File: config.mk
export PLATFORM = sky130hd
export DESIGN_NAME = systolic_gemm_scheduler_flat
export DESIGN_NICKNAME = d
export VERILOG_FILES = /design/src/rtl/systolic_sched_pkg.sv /design/src/rtl/systolic_gemm_scheduler_if.sv /design/src/rtl/systolic_gemm_scheduler_tile_addr_gen.sv /design/src/rtl/systolic_gemm_scheduler.sv /design/src/flat_wrapper.sv
export SDC_FILE = /design/constraint.sdc
export NUM_CORES = 1
export LEC_CHECK = 0
export ABC_CLOCK_PERIOD_IN_PS = 5300
export CAP_MARGIN = 10
export CORE_ASPECT_RATIO = 2
export CORE_MARGIN = 2
export CORE_UTILIZATION = 47
export CTS_BUF_LIST = sky130_fd_sc_hd__clkbuf_2
export CTS_CLUSTER_DIAMETER = 40
export DETAILED_ROUTE_END_ITERATION = 12
export GPL_TIMING_DRIVEN = 1
export PLACE_DENSITY = 0.79
export SYNTH_ARGS = -nofsm -noshare
export SYNTH_HDL_FRONTEND = slang
export SYNTH_HIERARCHICAL = 1
export SYNTH_SLANG_ARGS = --single-unit
File: constraint.sdc
create_clock -name clock -period 5.3 [get_ports clock]
set_input_delay 1.06 -clock clock [delete_from_list [all_inputs] [get_ports clock]]
set_output_delay 1.06 -clock clock [all_outputs]
set_load 0.01 [all_outputs]
File: src/rtl/systolic_sched_pkg.sv
// Shared types and constants for the systolic GEMM scheduler.
// Address/K widths, FSM states and byte-size helpers.
package systolic_sched_pkg;

    localparam int unsigned ADDR_W = 64;
    localparam int unsigned K_W    = 20;
    localparam int unsigned TILE_W = 16;
    localparam int unsigned CNT_W  = 32;

    typedef enum logic [1:0] {
        IDLE,
        ISSUE,
        WAIT,
        RESP
    } state_e;

    function automatic int unsigned elem_bytes(input int unsigned dw);
        return dw / 8;
    endfunction

    function automatic int unsigned out_tile_bytes(
        input int unsigned dim,
        input int unsigned dw
    );
        return dim * dim * elem_bytes(dw);
    endfunction

endpackage

File: src/rtl/systolic_gemm_scheduler_if.sv
// Host-side GEMM command/response bundle and core-side per-tile
// matmul command/response bundle.
interface gemm_host_if;
    import systolic_sched_pkg::*;

    logic              cmd_gemm_valid;
    logic              cmd_gemm_ready;
    logic [TILE_W-1:0] cmd_gemm_m_tiles;
    logic [TILE_W-1:0] cmd_gemm_n_tiles;
    logic [K_W-1:0]    cmd_gemm_inner_dimension;
    logic [ADDR_W-1:0] cmd_gemm_act_addr;
    logic [ADDR_W-1:0] cmd_gemm_wgt_addr;
    logic [ADDR_W-1:0] cmd_gemm_out_addr;
    logic              resp_gemm_valid;
    logic              resp_gemm_ready;
    logic [CNT_W-1:0]  resp_gemm_tiles_done;

    modport master (
        output cmd_gemm_valid,
        output cmd_gemm_m_tiles,
        output cmd_gemm_n_tiles,
        output cmd_gemm_inner_dimension,
        output cmd_gemm_act_addr,
        output cmd_gemm_wgt_addr,
        output cmd_gemm_out_addr,
        output resp_gemm_ready,
        input  cmd_gemm_ready,
        input  resp_gemm_valid,
        input  resp_gemm_tiles_done
    );

    modport slave (
        input  cmd_gemm_valid,
        input  cmd_gemm_m_tiles,
        input  cmd_gemm_n_tiles,
        input  cmd_gemm_inner_dimension,
        input  cmd_gemm_act_addr,
        input  cmd_gemm_wgt_addr,
        input  cmd_gemm_out_addr,
        input  resp_gemm_ready,
        output cmd_gemm_ready,
        output resp_gemm_valid,
        output resp_gemm_tiles_done
    );

endinterface

interface gemm_core_if;
    import systolic_sched_pkg::*;

    logic              mm_cmd_valid;
    logic              mm_cmd_ready;
    logic [K_W-1:0]    mm_cmd_inner_dimension;
    logic [ADDR_W-1:0] mm_cmd_act_addr;
    logic [ADDR_W-1:0] mm_cmd_wgt_addr;
    logic [ADDR_W-1:0] mm_cmd_out_addr;
    logic              mm_resp_valid;
    logic              mm_resp_ready;

    modport master (
        output mm_cmd_valid,
        output mm_cmd_inner_dimension,
        output mm_cmd_act_addr,
        output mm_cmd_wgt_addr,
        output mm_cmd_out_addr,
        output mm_resp_ready,
        input  mm_cmd_ready,
        input  mm_resp_valid
    );

    modport slave (
        input  mm_cmd_valid,
        input  mm_cmd_inner_dimension,
        input  mm_cmd_act_addr,
        input  mm_cmd_wgt_addr,
        input  mm_cmd_out_addr,
        input  mm_resp_ready,
        output mm_cmd_ready,
        output mm_resp_valid
    );

endinterface

File: src/rtl/systolic_gemm_scheduler_tile_addr_gen.sv
// Tile index counters and running act/wgt/out address registers.
// Addresses advance by adders only; all arithmetic wraps at 2^64.
module tile_addr_gen
    import systolic_sched_pkg::*;
#(
    parameter int unsigned DIM = 8,
    parameter int unsigned DW  = 16
) (
    input  logic              clk,
    input  logic              rst,
    input  logic              load_i,
    input  logic              advance_i,
    input  logic [TILE_W-1:0] m_i,
    input  logic [TILE_W-1:0] n_i,
    input  logic [K_W-1:0]    k_i,
    input  logic [ADDR_W-1:0] act_base_i,
    input  logic [ADDR_W-1:0] wgt_base_i,
    input  logic [ADDR_W-1:0] out_base_i,
    output logic [ADDR_W-1:0] act_o,
    output logic [ADDR_W-1:0] wgt_o,
    output logic [ADDR_W-1:0] out_o,
    output logic              last_o
);

    localparam logic [ADDR_W-1:0] ROW_B =
        ADDR_W'(DIM * elem_bytes(DW));
    localparam logic [ADDR_W-1:0] OUT_TB =
        ADDR_W'(out_tile_bytes(DIM, DW));

    logic [TILE_W-1:0] m_q, m_d;
    logic [TILE_W-1:0] n_q, n_d;
    logic [TILE_W-1:0] i_q, i_d;
    logic [TILE_W-1:0] j_q, j_d;
    logic [ADDR_W-1:0] kstr_q, kstr_d;
    logic [ADDR_W-1:0] wbase_q, wbase_d;
    logic [ADDR_W-1:0] act_q, act_d;
    logic [ADDR_W-1:0] wgt_q, wgt_d;
    logic [ADDR_W-1:0] out_q, out_d;
    logic              j_last;
    logic              i_last;

    assign j_last = (j_q == n_q - TILE_W'(1));
    assign i_last = (i_q == m_q - TILE_W'(1));
    assign last_o = i_last && j_last;
    assign act_o  = act_q;
    assign wgt_o  = wgt_q;
    assign out_o  = out_q;

    always_comb begin
        m_d     = m_q;
        n_d     = n_q;
        i_d     = i_q;
        j_d     = j_q;
        kstr_d  = kstr_q;
        wbase_d = wbase_q;
        act_d   = act_q;
        wgt_d   = wgt_q;
        out_d   = out_q;
        if (load_i) begin
            m_d     = m_i;
            n_d     = n_i;
            i_d     = '0;
            j_d     = '0;
            kstr_d  = {{(ADDR_W-K_W){1'b0}}, k_i} * ROW_B;
            wbase_d = wgt_base_i;
            act_d   = act_base_i;
            wgt_d   = wgt_base_i;
            out_d   = out_base_i;
        end else if (advance_i) begin
            out_d = out_q + OUT_TB;
            // Column wrap: next activation row, weights restart.
            if (j_last) begin
                j_d   = '0;
                i_d   = i_q + TILE_W'(1);
                act_d = act_q + kstr_q;
                wgt_d = wbase_q;
            end else begin
                j_d   = j_q + TILE_W'(1);
                wgt_d = wgt_q + kstr_q;
            end
        end
    end

    always_ff @(posedge clk) begin
        if (rst) begin
            m_q     <= '0;
            n_q     <= '0;
            i_q     <= '0;
            j_q     <= '0;
            kstr_q  <= '0;
            wbase_q <= '0;
            act_q   <= '0;
            wgt_q   <= '0;
            out_q   <= '0;
        end else begin
            m_q     <= m_d;
            n_q     <= n_d;
            i_q     <= i_d;
            j_q     <= j_d;
            kstr_q  <= kstr_d;
            wbase_q <= wbase_d;
            act_q   <= act_d;
            wgt_q   <= wgt_d;
            out_q   <= out_d;
        end
    end

endmodule

File: src/rtl/systolic_gemm_scheduler.sv
// Splits one GEMM command into single-tile matmul commands,
// one outstanding at a time, and reports the completed tile count.
module systolic_gemm_scheduler
    import systolic_sched_pkg::*;
#(
    parameter int unsigned SYSTOLIC_ARRAY_DIM = 8,
    parameter int unsigned DATA_WIDTH_BITS    = 16
) (
    input  logic        clock,
    input  logic        areset,
    gemm_host_if.slave  host,
    gemm_core_if.master core,
    output logic        busy
);

    state_e           state_q;
    logic             cmd_rdy_q;
    logic             mm_vld_q;
    logic             mm_rrdy_q;
    logic             resp_vld_q;
    logic             busy_q;
    logic [CNT_W-1:0] cnt_q;
    logic [K_W-1:0]   k_q;

    logic             load;
    logic             advance;
    logic             last;
    logic             zero_cmd;
    logic             resp_fire;

    assign zero_cmd  = (host.cmd_gemm_m_tiles == '0)
                    || (host.cmd_gemm_n_tiles == '0)
                    || (host.cmd_gemm_inner_dimension == '0);
    assign load      = cmd_rdy_q && host.cmd_gemm_valid;
    assign resp_fire = mm_rrdy_q && core.mm_resp_valid;
    assign advance   = resp_fire && !last;

    tile_addr_gen #(
        .DIM (SYSTOLIC_ARRAY_DIM),
        .DW  (DATA_WIDTH_BITS)
    ) u_addr (
        .clk        (clock),
        .rst        (areset),
        .load_i     (load),
        .advance_i  (advance),
        .m_i        (host.cmd_gemm_m_tiles),
        .n_i        (host.cmd_gemm_n_tiles),
        .k_i        (host.cmd_gemm_inner_dimension),
        .act_base_i (host.cmd_gemm_act_addr),
        .wgt_base_i (host.cmd_gemm_wgt_addr),
        .out_base_i (host.cmd_gemm_out_addr),
        .act_o      (core.mm_cmd_act_addr),
        .wgt_o      (core.mm_cmd_wgt_addr),
        .out_o      (core.mm_cmd_out_addr),
        .last_o     (last)
    );

    assign host.cmd_gemm_ready       = cmd_rdy_q;
    assign host.resp_gemm_valid      = resp_vld_q;
    assign host.resp_gemm_tiles_done = cnt_q;
    assign core.mm_cmd_valid         = mm_vld_q;
    assign core.mm_cmd_inner_dimension = k_q;
    assign core.mm_resp_ready        = mm_rrdy_q;
    assign busy                      = busy_q;

    // All handshake outputs are registered and change only with state.
    always_ff @(posedge clock) begin
        if (areset) begin
            state_q    <= IDLE;
            cmd_rdy_q  <= 1'b1;
            mm_vld_q   <= 1'b0;
            mm_rrdy_q  <= 1'b0;
            resp_vld_q <= 1'b0;
            busy_q     <= 1'b0;
            cnt_q      <= '0;
            k_q        <= '0;
        end else begin
            unique case (state_q)
                IDLE: begin
                    if (host.cmd_gemm_valid) begin
                        k_q       <= host.cmd_gemm_inner_dimension;
                        cnt_q     <= '0;
                        cmd_rdy_q <= 1'b0;
                        busy_q    <= 1'b1;
                        if (zero_cmd) begin
                            state_q    <= RESP;
                            resp_vld_q <= 1'b1;
                        end else begin
                            state_q  <= ISSUE;
                            mm_vld_q <= 1'b1;
                        end
                    end
                end
                ISSUE: begin
                    if (core.mm_cmd_ready) begin
                        state_q   <= WAIT;
                        mm_vld_q  <= 1'b0;
                        mm_rrdy_q <= 1'b1;
                    end
                end
                WAIT: begin
                    if (core.mm_resp_valid) begin
                        cnt_q     <= cnt_q + CNT_W'(1);
                        mm_rrdy_q <= 1'b0;
                        if (last) begin
                            state_q    <= RESP;
                            resp_vld_q <= 1'b1;
                        end else begin
                            state_q  <= ISSUE;
                            mm_vld_q <= 1'b1;
                        end
                    end
                end
                RESP: begin
                    if (host.resp_gemm_ready) begin
                        state_q    <= IDLE;
                        resp_vld_q <= 1'b0;
                        cmd_rdy_q  <= 1'b1;
                        busy_q     <= 1'b0;
                    end
                end
                default: state_q <= IDLE;
            endcase
        end
    end

endmodule

File: src/flat_wrapper.sv
// flat-port wrapper written by rule: the top's interface ports become plain ports
module systolic_gemm_scheduler_flat import systolic_sched_pkg::*;
#(
    parameter int unsigned SYSTOLIC_ARRAY_DIM = 8,
    parameter int unsigned DATA_WIDTH_BITS    = 16
)
  (clock, areset, busy, host_cmd_gemm_valid, host_cmd_gemm_m_tiles, host_cmd_gemm_n_tiles, host_cmd_gemm_inner_dimension, host_cmd_gemm_act_addr, host_cmd_gemm_wgt_addr, host_cmd_gemm_out_addr, host_resp_gemm_ready, host_cmd_gemm_ready, host_resp_gemm_valid, host_resp_gemm_tiles_done, core_mm_cmd_valid, core_mm_cmd_inner_dimension, core_mm_cmd_act_addr, core_mm_cmd_wgt_addr, core_mm_cmd_out_addr, core_mm_resp_ready, core_mm_cmd_ready, core_mm_resp_valid);
  gemm_host_if host_i ();
  gemm_core_if core_i ();
  input  logic clock;
  input  logic areset;
  output logic busy;
  input wire logic [$bits(host_i.cmd_gemm_valid)-1:0] host_cmd_gemm_valid;
  input wire logic [$bits(host_i.cmd_gemm_m_tiles)-1:0] host_cmd_gemm_m_tiles;
  input wire logic [$bits(host_i.cmd_gemm_n_tiles)-1:0] host_cmd_gemm_n_tiles;
  input wire logic [$bits(host_i.cmd_gemm_inner_dimension)-1:0] host_cmd_gemm_inner_dimension;
  input wire logic [$bits(host_i.cmd_gemm_act_addr)-1:0] host_cmd_gemm_act_addr;
  input wire logic [$bits(host_i.cmd_gemm_wgt_addr)-1:0] host_cmd_gemm_wgt_addr;
  input wire logic [$bits(host_i.cmd_gemm_out_addr)-1:0] host_cmd_gemm_out_addr;
  input wire logic [$bits(host_i.resp_gemm_ready)-1:0] host_resp_gemm_ready;
  output wire logic [$bits(host_i.cmd_gemm_ready)-1:0] host_cmd_gemm_ready;
  output wire logic [$bits(host_i.resp_gemm_valid)-1:0] host_resp_gemm_valid;
  output wire logic [$bits(host_i.resp_gemm_tiles_done)-1:0] host_resp_gemm_tiles_done;
  output wire logic [$bits(core_i.mm_cmd_valid)-1:0] core_mm_cmd_valid;
  output wire logic [$bits(core_i.mm_cmd_inner_dimension)-1:0] core_mm_cmd_inner_dimension;
  output wire logic [$bits(core_i.mm_cmd_act_addr)-1:0] core_mm_cmd_act_addr;
  output wire logic [$bits(core_i.mm_cmd_wgt_addr)-1:0] core_mm_cmd_wgt_addr;
  output wire logic [$bits(core_i.mm_cmd_out_addr)-1:0] core_mm_cmd_out_addr;
  output wire logic [$bits(core_i.mm_resp_ready)-1:0] core_mm_resp_ready;
  input wire logic [$bits(core_i.mm_cmd_ready)-1:0] core_mm_cmd_ready;
  input wire logic [$bits(core_i.mm_resp_valid)-1:0] core_mm_resp_valid;
  assign host_i.cmd_gemm_valid = host_cmd_gemm_valid;
  assign host_i.cmd_gemm_m_tiles = host_cmd_gemm_m_tiles;
  assign host_i.cmd_gemm_n_tiles = host_cmd_gemm_n_tiles;
  assign host_i.cmd_gemm_inner_dimension = host_cmd_gemm_inner_dimension;
  assign host_i.cmd_gemm_act_addr = host_cmd_gemm_act_addr;
  assign host_i.cmd_gemm_wgt_addr = host_cmd_gemm_wgt_addr;
  assign host_i.cmd_gemm_out_addr = host_cmd_gemm_out_addr;
  assign host_i.resp_gemm_ready = host_resp_gemm_ready;
  assign host_cmd_gemm_ready = host_i.cmd_gemm_ready;
  assign host_resp_gemm_valid = host_i.resp_gemm_valid;
  assign host_resp_gemm_tiles_done = host_i.resp_gemm_tiles_done;
  assign core_mm_cmd_valid = core_i.mm_cmd_valid;
  assign core_mm_cmd_inner_dimension = core_i.mm_cmd_inner_dimension;
  assign core_mm_cmd_act_addr = core_i.mm_cmd_act_addr;
  assign core_mm_cmd_wgt_addr = core_i.mm_cmd_wgt_addr;
  assign core_mm_cmd_out_addr = core_i.mm_cmd_out_addr;
  assign core_mm_resp_ready = core_i.mm_resp_ready;
  assign core_i.mm_cmd_ready = core_mm_cmd_ready;
  assign core_i.mm_resp_valid = core_mm_resp_valid;
  systolic_gemm_scheduler #(.SYSTOLIC_ARRAY_DIM(SYSTOLIC_ARRAY_DIM), .DATA_WIDTH_BITS(DATA_WIDTH_BITS)) u_core (.clock(clock), .areset(areset), .host(host_i), .core(core_i), .busy(busy));
endmodule
==> results.py, run 1 <==
metrics = {
    "status": {
        "status": "completed",
    },
    "sta": {
        "min_period_ps": 5138,
        "hold_viol": 0,
        "rsz0062_at_grt": "false",
        "fmax_ghz": 0.1946,
        "post-route-period-util_pct": 96.94,
        "worstMarginPinSlew_ps": 1194,
        "fin_worst_skew_ps": 122.6,
        "max-slew-margin-rel_pct": 19.84,
        "timing.final.max_slew_violations": 0,
        "setup_viol": 0,
        "hold_slack_ps": 459.6,
    },
    "yosys": {
        "synth_cell_types": 77,
        "synth_ff_type": "dfxtp_1",
        "seq_area_frac_synth_pct": 36.73,
        "ys_warn_count": 6,
        "synth_top_family_by_area": "simple AND/OR/NAND/NOR gates",
        "synthCells": 2700,
        "synth_compound_area_share_pct": 17.14,
        "synthMuxAreaShare_pct": 5.834,
        "synth.avg_cell_area_um2": 8.055,
        "syn-num-nets": 3003,
        "synth-async-reset-ratio_pct": 0,
        "synth_edf_count": 0,
        "synth_seq_cells": 399,
        "syn_area_mm2": 0.02175,
        "synthSimpleGateAreaFrac_pct": 25.38,
        "synth_fa_ha_area_share_pct": 3.118,
        "synth-xor-area-share_pct": 8.135,
    },
    "floorplan": {
        "start_util_pct": 47.45,
        "fp.dieW_um": 156.1,
        "die_h_um": 308.2,
        "coreArea_mm2": 0.04583,
        "ios": 499,
        "die_area_mm2": 0.04811,
        "rows": 111,
    },
    "job": {
        "drv_cap": 0,
    },
    "detailed_routing": {
        "drc": 0,
        "firstDrtPassIters": 9,
        "drt-total-wl_um": 86930,
        "vias": 23210,
        "avgViaCountPerCell": 6.120,
        "drt_iter0_drc": 1799,
        "ant_nets": 0,
        "wl_per_cell_um": 22.92,
    },
    "setup_path": {
        "cp-start-kind": "flop",
        "reg2reg_from": "u_core/u_addr/n_q[0]",
        "path_class": "reg -> reg",
        "r2r_end": "u_core/u_addr/out_o[51]",
        "rrSetupSlack_ps": 160,
        "cp_data_arrival_time_ps": 6100,
        "required_ps": 6260,
        "cp-end-kind": "flop",
        "worstRegToRegCells": 14,
        "crit_fanout": 10,
    },
    "global_routing": {
        "grt_pass1_vias": 23200,
        "grt.total_usage_pct": 34.60,
        "grt_pass1_wl_um": 129000,
        "grt_overflow_total": 0,
        "grt_max_degree": 172,
        "antenna_found_initial": 8,
    },
    "finish": {
        "fin_nets": 3471,
        "layout_commonest_cell": "clkdlybuf4s50_1",
        "fill_cells": 4116,
        "layoutNonFillerInstCount": 3792,
        "layout_common_cells": "497 x clkdlybuf4s50_1, 399 x dfxtp_1, 352 x nor2_1",
        "areaGrowthSynthToFinish_pct": 28.68,
        "drive_gt1_share_pct": 7.138,
        "finalCoreUtilization_pct": 61.06,
    },
    "clock_network": {
        "insertion_delay_ps": 1100,
        "path_clk_slew_ps": 110,
        "cts_made_buffers": 92,
        "cts_sinks": 399,
        "postCtsSetupBuffers": 0,
        "clk_path_buf_depth": 3,
        "cts_tree": "yes",
        "h-tree-depth": 3,
        "clock-root-buffer": "clkbuf_2",
    },
    "hold_path": {
        "hold_depth": 2,
        "min_delay_worst_endpoint": "u_core/core.mm_cmd_inner_dimension[7]",
        "hold_class": "reg -> reg",
        "min_from": "u_core/core.mm_cmd_inner_dimension[7]",
    },
    "power": {
        "powerDensity_mw_per_mm2": 345.7,
        "p_total_mw": 9.673,
        "leakage_nw": 10.36,
        "ir_drop_mv": 0.2206,
    },
    "placement": {
        "dp.cells": 3639,
        "place_congestion": 0.9621,
        "post-dp-hpwl_um": 64400,
        "portBuffers": 498,
    },
}
[power breakdown]
group / internal, mW / total, mW / leakage, nW / switching (mW)
sequential: 3.44 / 3.98 / 3.27 / 0.545
clock: 0.656 / 1.92 / 0.571 / 1.26
combinational: 1.70 / 3.77 / 6.51 / 2.07
[logic make-up (layout without fill, tap and decap cells)]
kind of cell / count (synthesis) / in the layout
compound gates: 562 / 562
flops: 399 / 399
mux: 126 / 126
simple gates: 1149 / 1149
xor+xnor: 202 / 202
other cells: 0 / 5
buf+inv: 209 / 731
fa+ha+maj: 53 / 53
[registers in the layout, indices dropped and copies added, names as in the netlist]
signal	cells
u_core/core.mm_cmd_inner_dimension	20
u_core/u_addr/out_o	64
u_core/host.resp_gemm_valid	1
u_core/core.mm_resp_ready	1
u_core/u_addr/act_o	64
u_core/u_addr/j_q	16
u_core/u_addr/wgt_o	64
u_core/busy	1
u_core/core.mm_cmd_valid	1
u_core/state_q	2
u_core/host.resp_gemm_tiles_done	32
u_core/host.cmd_gemm_ready	1
u_core/u_addr/i_q	16
u_core/u_addr/m_q	16
u_core/u_addr/wbase_q	64
u_core/u_addr/n_q	16
u_core/u_addr/kstr_q	20
[per-stage QoR]
stage	area [um^2]	setup TNS (ps)	setup slack, ps
after global routing	27980	0	34.59
final	27990	0	162.4
after CTS	27940	0	182.1
after global placement	27200	0	208.2
after detailed placement	27200	-26.05	-26.05
after floorplan	21750	0	328.8
[routing by layer]
metal | wire [um] | up-vias | share of wire, % | global-route usage [%]
met1 | 29300 | 10930 | 34 | 34.17
met3 | 6979 | 335 | 8.0 | 8.206
li1 | - | 10730 | - | -
met2 | 44710 | 1208 | 51 | 63.44
met4 | 5907 | 6 | 6.8 | 22.89
met5 | 41 | - | 0.047 | 0
[worst max-delay path: stages (launching register included)]
cell      delay, ps
dfxtp_1         360
or4_1           780
o221ai_1        280
o311ai_0        220
nor2_1          320
or3_1           210
nor4_1           80
and3b_2         480
nand4_1         350
nor4_2          480
nand4_1         290
nor3_2          350
nand2_1         200
or3_1           360
a311oi_1        290
[cell type report]
type,count,area (um^2),share of cell area (%)
diodes,5,12.51,0.04471
clock buffers,132,660.6,2.361
clock inverters,16,81.33,0.2906
inverters,47,181.4,0.6483
multi-input cells,2092,13040,46.60
flip-flops and latches,399,7988,28.54
well taps,565,706.9,2.526
repair buffers,536,5313,18.98
[cells in the mapped netlist (7+ instances only)]
library cell	instances	area, um^2
o21a_1	12	90.09
o21bai_1	7	52.55
xor2_1	92	805.8
nand3b_1	8	60.06
or3_1	37	231.5
xnor2_1	110	963.4
or4_1	18	135.1
or2_2	10	62.56
nand3_1	105	525.5
o22ai_1	41	256.5
a311oi_1	17	148.9
o211a_1	8	80.08
clkbuf_1	137	514.2
a211o_1	10	87.58
o21ai_0	88	440.4
a21oi_1	170	850.8
a2111oi_0	10	87.58
inv_1	45	168.9
a31oi_1	12	75.07
and2_1	20	125.1
a211oi_1	26	195.2
a221oi_1	15	131.4
nand4_1	73	456.7
and3_1	48	300.3
dfxtp_1	399	7988
nand2b_1	10	62.56
mux2i_1	122	1221
o211ai_1	22	165.2
nor2_1	354	1329
a21o_1	14	105.1
o31ai_1	17	127.6
and4_1	23	201.4
nand2_1	302	1134
ha_1	51	638.1
nor3_1	57	285.3
o32ai_1	25	219.0
a22oi_1	8	60.06
nor4_1	46	287.8
nor2b_1	13	81.33
buf_1	21	78.83
nor3b_1	8	60.06
[how the worst max path moves through the flow]
| stage | startpoint | end | slack [ps] | depth (start not counted) |
|---|---|---|---|---|
| after global routing | u_core/u_addr/n_q[0] | u_core/u_addr/wgt_o[23] | 30 | 14 |
| after global placement | u_core/u_addr/n_q[0] | u_core/u_addr/out_o[51] | 210 | 14 |
| after floorplan | u_core/u_addr/m_q[5] | u_core/u_addr/out_o[62] | 330 | 18 |
| final | u_core/u_addr/n_q[0] | u_core/u_addr/out_o[51] | 160 | 14 |
| after detailed placement | u_core/u_addr/n_q[0] | u_core/u_addr/out_o[51] | -30 | 14 |
| after CTS | u_core/u_addr/n_q[0] | u_core/u_addr/out_o[51] | 180 | 14 |
[repair_timing]
action | in CTS | in global routing
gates resized for setup | 1 | 6
hold buffers | 0 | 0
setup endpoints to repair | 1 | 14
(Power assumes the default switching activity.)
==> run 2: changes to the inputs <==
--- a/config.mk
+++ b/config.mk
@@ -7,7 +7,6 @@
 export LEC_CHECK = 0
 export ABC_CLOCK_PERIOD_IN_PS = 5300
 export CAP_MARGIN = 10
-export CORE_ASPECT_RATIO = 2
 export CORE_MARGIN = 2
 export CORE_UTILIZATION = 47
 export CTS_BUF_LIST = sky130_fd_sc_hd__clkbuf_2
==> run 2 against run 1 <==
  * Sequential share of layout area shrank 0.36 points
  * Clock-buffer cell count grew 28
  * Highest routed layer unchanged
  * Final area grew 1.3%
  * Hold slack lost 130 ps
  * Largest power group unchanged
  * Power grew 3.9%
  * Combinational power is essentially flat
  * Cell count grew 2.3%
  * Critical endpoint is now u_core/u_addr/i_q[15]
==> results.py, run 2 (synthesis gave the netlist of run 1 again) <==
metrics = {
    "floorplan": {
        "die_h_um": 219.1,
        "ios": 499,
        "fp.dieW_um": 219.1,
        "rows": 78,
        "die_area_mm2": 0.04801,
        "coreArea_mm2": 0.04548,
        "start_util_pct": 47.82,
    },
    "global_routing": {
        "grt_pass1_vias": 22580,
        "grt.total_usage_pct": 33.15,
        "grt_pass1_wl_um": 125400,
        "grt_max_degree": 161,
        "antenna_found_initial": 12,
        "grt_overflow_total": 0,
    },
    "placement": {
        "placed_cell_area_mm2": 0.02726,
        "place_congestion": 0.9353,
        "post-dp-hpwl_um": 59630,
        "portBuffers": 498,
    },
    "sta": {
        "hold_slack_ps": 329.2,
        "post-route-period-util_pct": 95.17,
        "fin_worst_skew_ps": 125.4,
        "worstMarginPinSlew_ps": 1247,
        "hold_viol": 0,
        "tns_ps": 0,
        "min_period_ps": 5044,
        "rsz0062_at_grt": "false",
        "setup_viol": 0,
        "max-slew-margin-rel_pct": 16.41,
        "fmax_ghz": 0.1983,
        "timing.final.max_slew_violations": 0,
    },
    "detailed_routing": {
        "vias": 23190,
        "avgViaCountPerCell": 5.976,
        "ant_nets": 0,
        "drc": 0,
        "firstDrtPassIters": 7,
        "wl_per_cell_um": 21.22,
        "drt-total-wl_um": 82320,
        "drt_iter0_drc": 2214,
    },
    "setup_path": {
        "reg2reg_from": "u_core/u_addr/n_q[0]",
        "cp-start-kind": "flop",
        "cp_data_arrival_time_ps": 6130,
        "crit_start": "u_core/u_addr/n_q[0]",
        "required_ps": 6390,
        "rrSetupSlack_ps": 260,
        "path_class": "reg -> reg",
        "crit_fanout": 10,
        "cp-end-kind": "flop",
    },
    "power": {
        "ir_drop_mv": 0.1909,
        "leakage_nw": 10.59,
        "powerDensity_mw_per_mm2": 354.6,
    },
    "clock_network": {
        "cts_sinks": 399,
        "insertion_delay_ps": 1210,
        "cts_tree": "yes",
        "path_clk_slew_ps": 100,
        "cts_made_buffers": 109,
        "postCtsSetupBuffers": 0,
        "h-tree-depth": 3,
        "hold_buffers": 0,
        "ctsResizeCount": 1,
        "clock-root-buffer": "clkbuf_2",
        "clk_path_buf_depth": 3,
    },
    "finish": {
        "finalCoreUtilization_pct": 62.33,
        "final_area_mm2": 0.02835,
        "fin_nets": 3491,
        "layout_commonest_cell": "clkdlybuf4s50_1",
        "areaGrowthSynthToFinish_pct": 30.34,
        "drive_gt1_share_pct": 8.068,
        "layout_common_cells": "497 x clkdlybuf4s50_1, 399 x dfxtp_1, 352 x nor2_1",
    },
    "status": {
        "status": "completed",
    },
    "job": {
        "drv_cap": 0,
    },
    "hold_path": {
        "hold_class": "in -> reg",
        "min_from": "areset",
    },
}
==> run 2: cell count changes in the layout (fill, tap and decap cells not counted), moves of 2 or more <==
cell,delta
buf_4,+3
clkinvlp_4,-3
clkinv_2,+2
diode_2,+3
nor3_1,+2
clkinv_1,+13
bufinv_16,+3
nor3_2,-2
clkbuf_2,+28
==> run 2: final cells by class <==
cell class,instances,area (um^2)
clock inverters,35,232.7
flip-flops and latches,399,7988
clock buffers,160,800.8
repair buffers,539,5335
well taps,600,750.7
inverters,47,178.9
fillers,4051,17130
multi-input cells,2092,13040
diodes,8,20.02
==> run 2: layer usage <==
layer | track usage, % | up-vias | routed length [um]
met5 | 0 | - | 46
met4 | 16.40 | 6 | 3765
met1 | 38.35 | 10990 | 31960
met2 | 55.65 | 1151 | 38890
li1 | - | 10810 | -
met3 | 9.965 | 232 | 7665
==> run 2: worst max-delay path: stages, from the launching register on <==
cell      delay, ps
dfxtp_1         370
or4_1           760
o221ai_1        260
o311ai_0        190
nor2_1          300
or3_1           240
nor4_2          100
and3b_2         430
buf_4           220
o21ai_0         140
or4_2           760
or4_1           640
or4_1           510
nand2_1          80
==> run 2: worst paths after layout <==
path,to,cells past startpoint
max,u_core/u_addr/i_q[15],13
min,u_core/u_addr/wbase_q[25],2
max reg2reg,u_core/u_addr/i_q[15],13
min reg2reg,u_core/core.mm_cmd_inner_dimension[2],2
==> run 2: stage by stage <==
step	setup WS [ps]	power, mW	cells
after global routing	9.378	10.60	3879
after floorplan	328.8	6.092	2700
after global placement	8.587	7.585	3677
after CTS	189.4	10.05	3872
after detailed placement	-64.82	7.690	3677
final	256.1	10.05	3880
==> run 2: power breakdown <==
group | leakage (nW) | switching (mW) | total (mW) | internal, mW
clock network | 0.772 | 1.37 | 2.34 | 0.963
logic | 6.54 | 2.05 | 3.75 | 1.71
registers | 3.27 | 0.526 | 3.96 | 3.44
total | 10.6 | 3.95 | 10.1 | 6.11
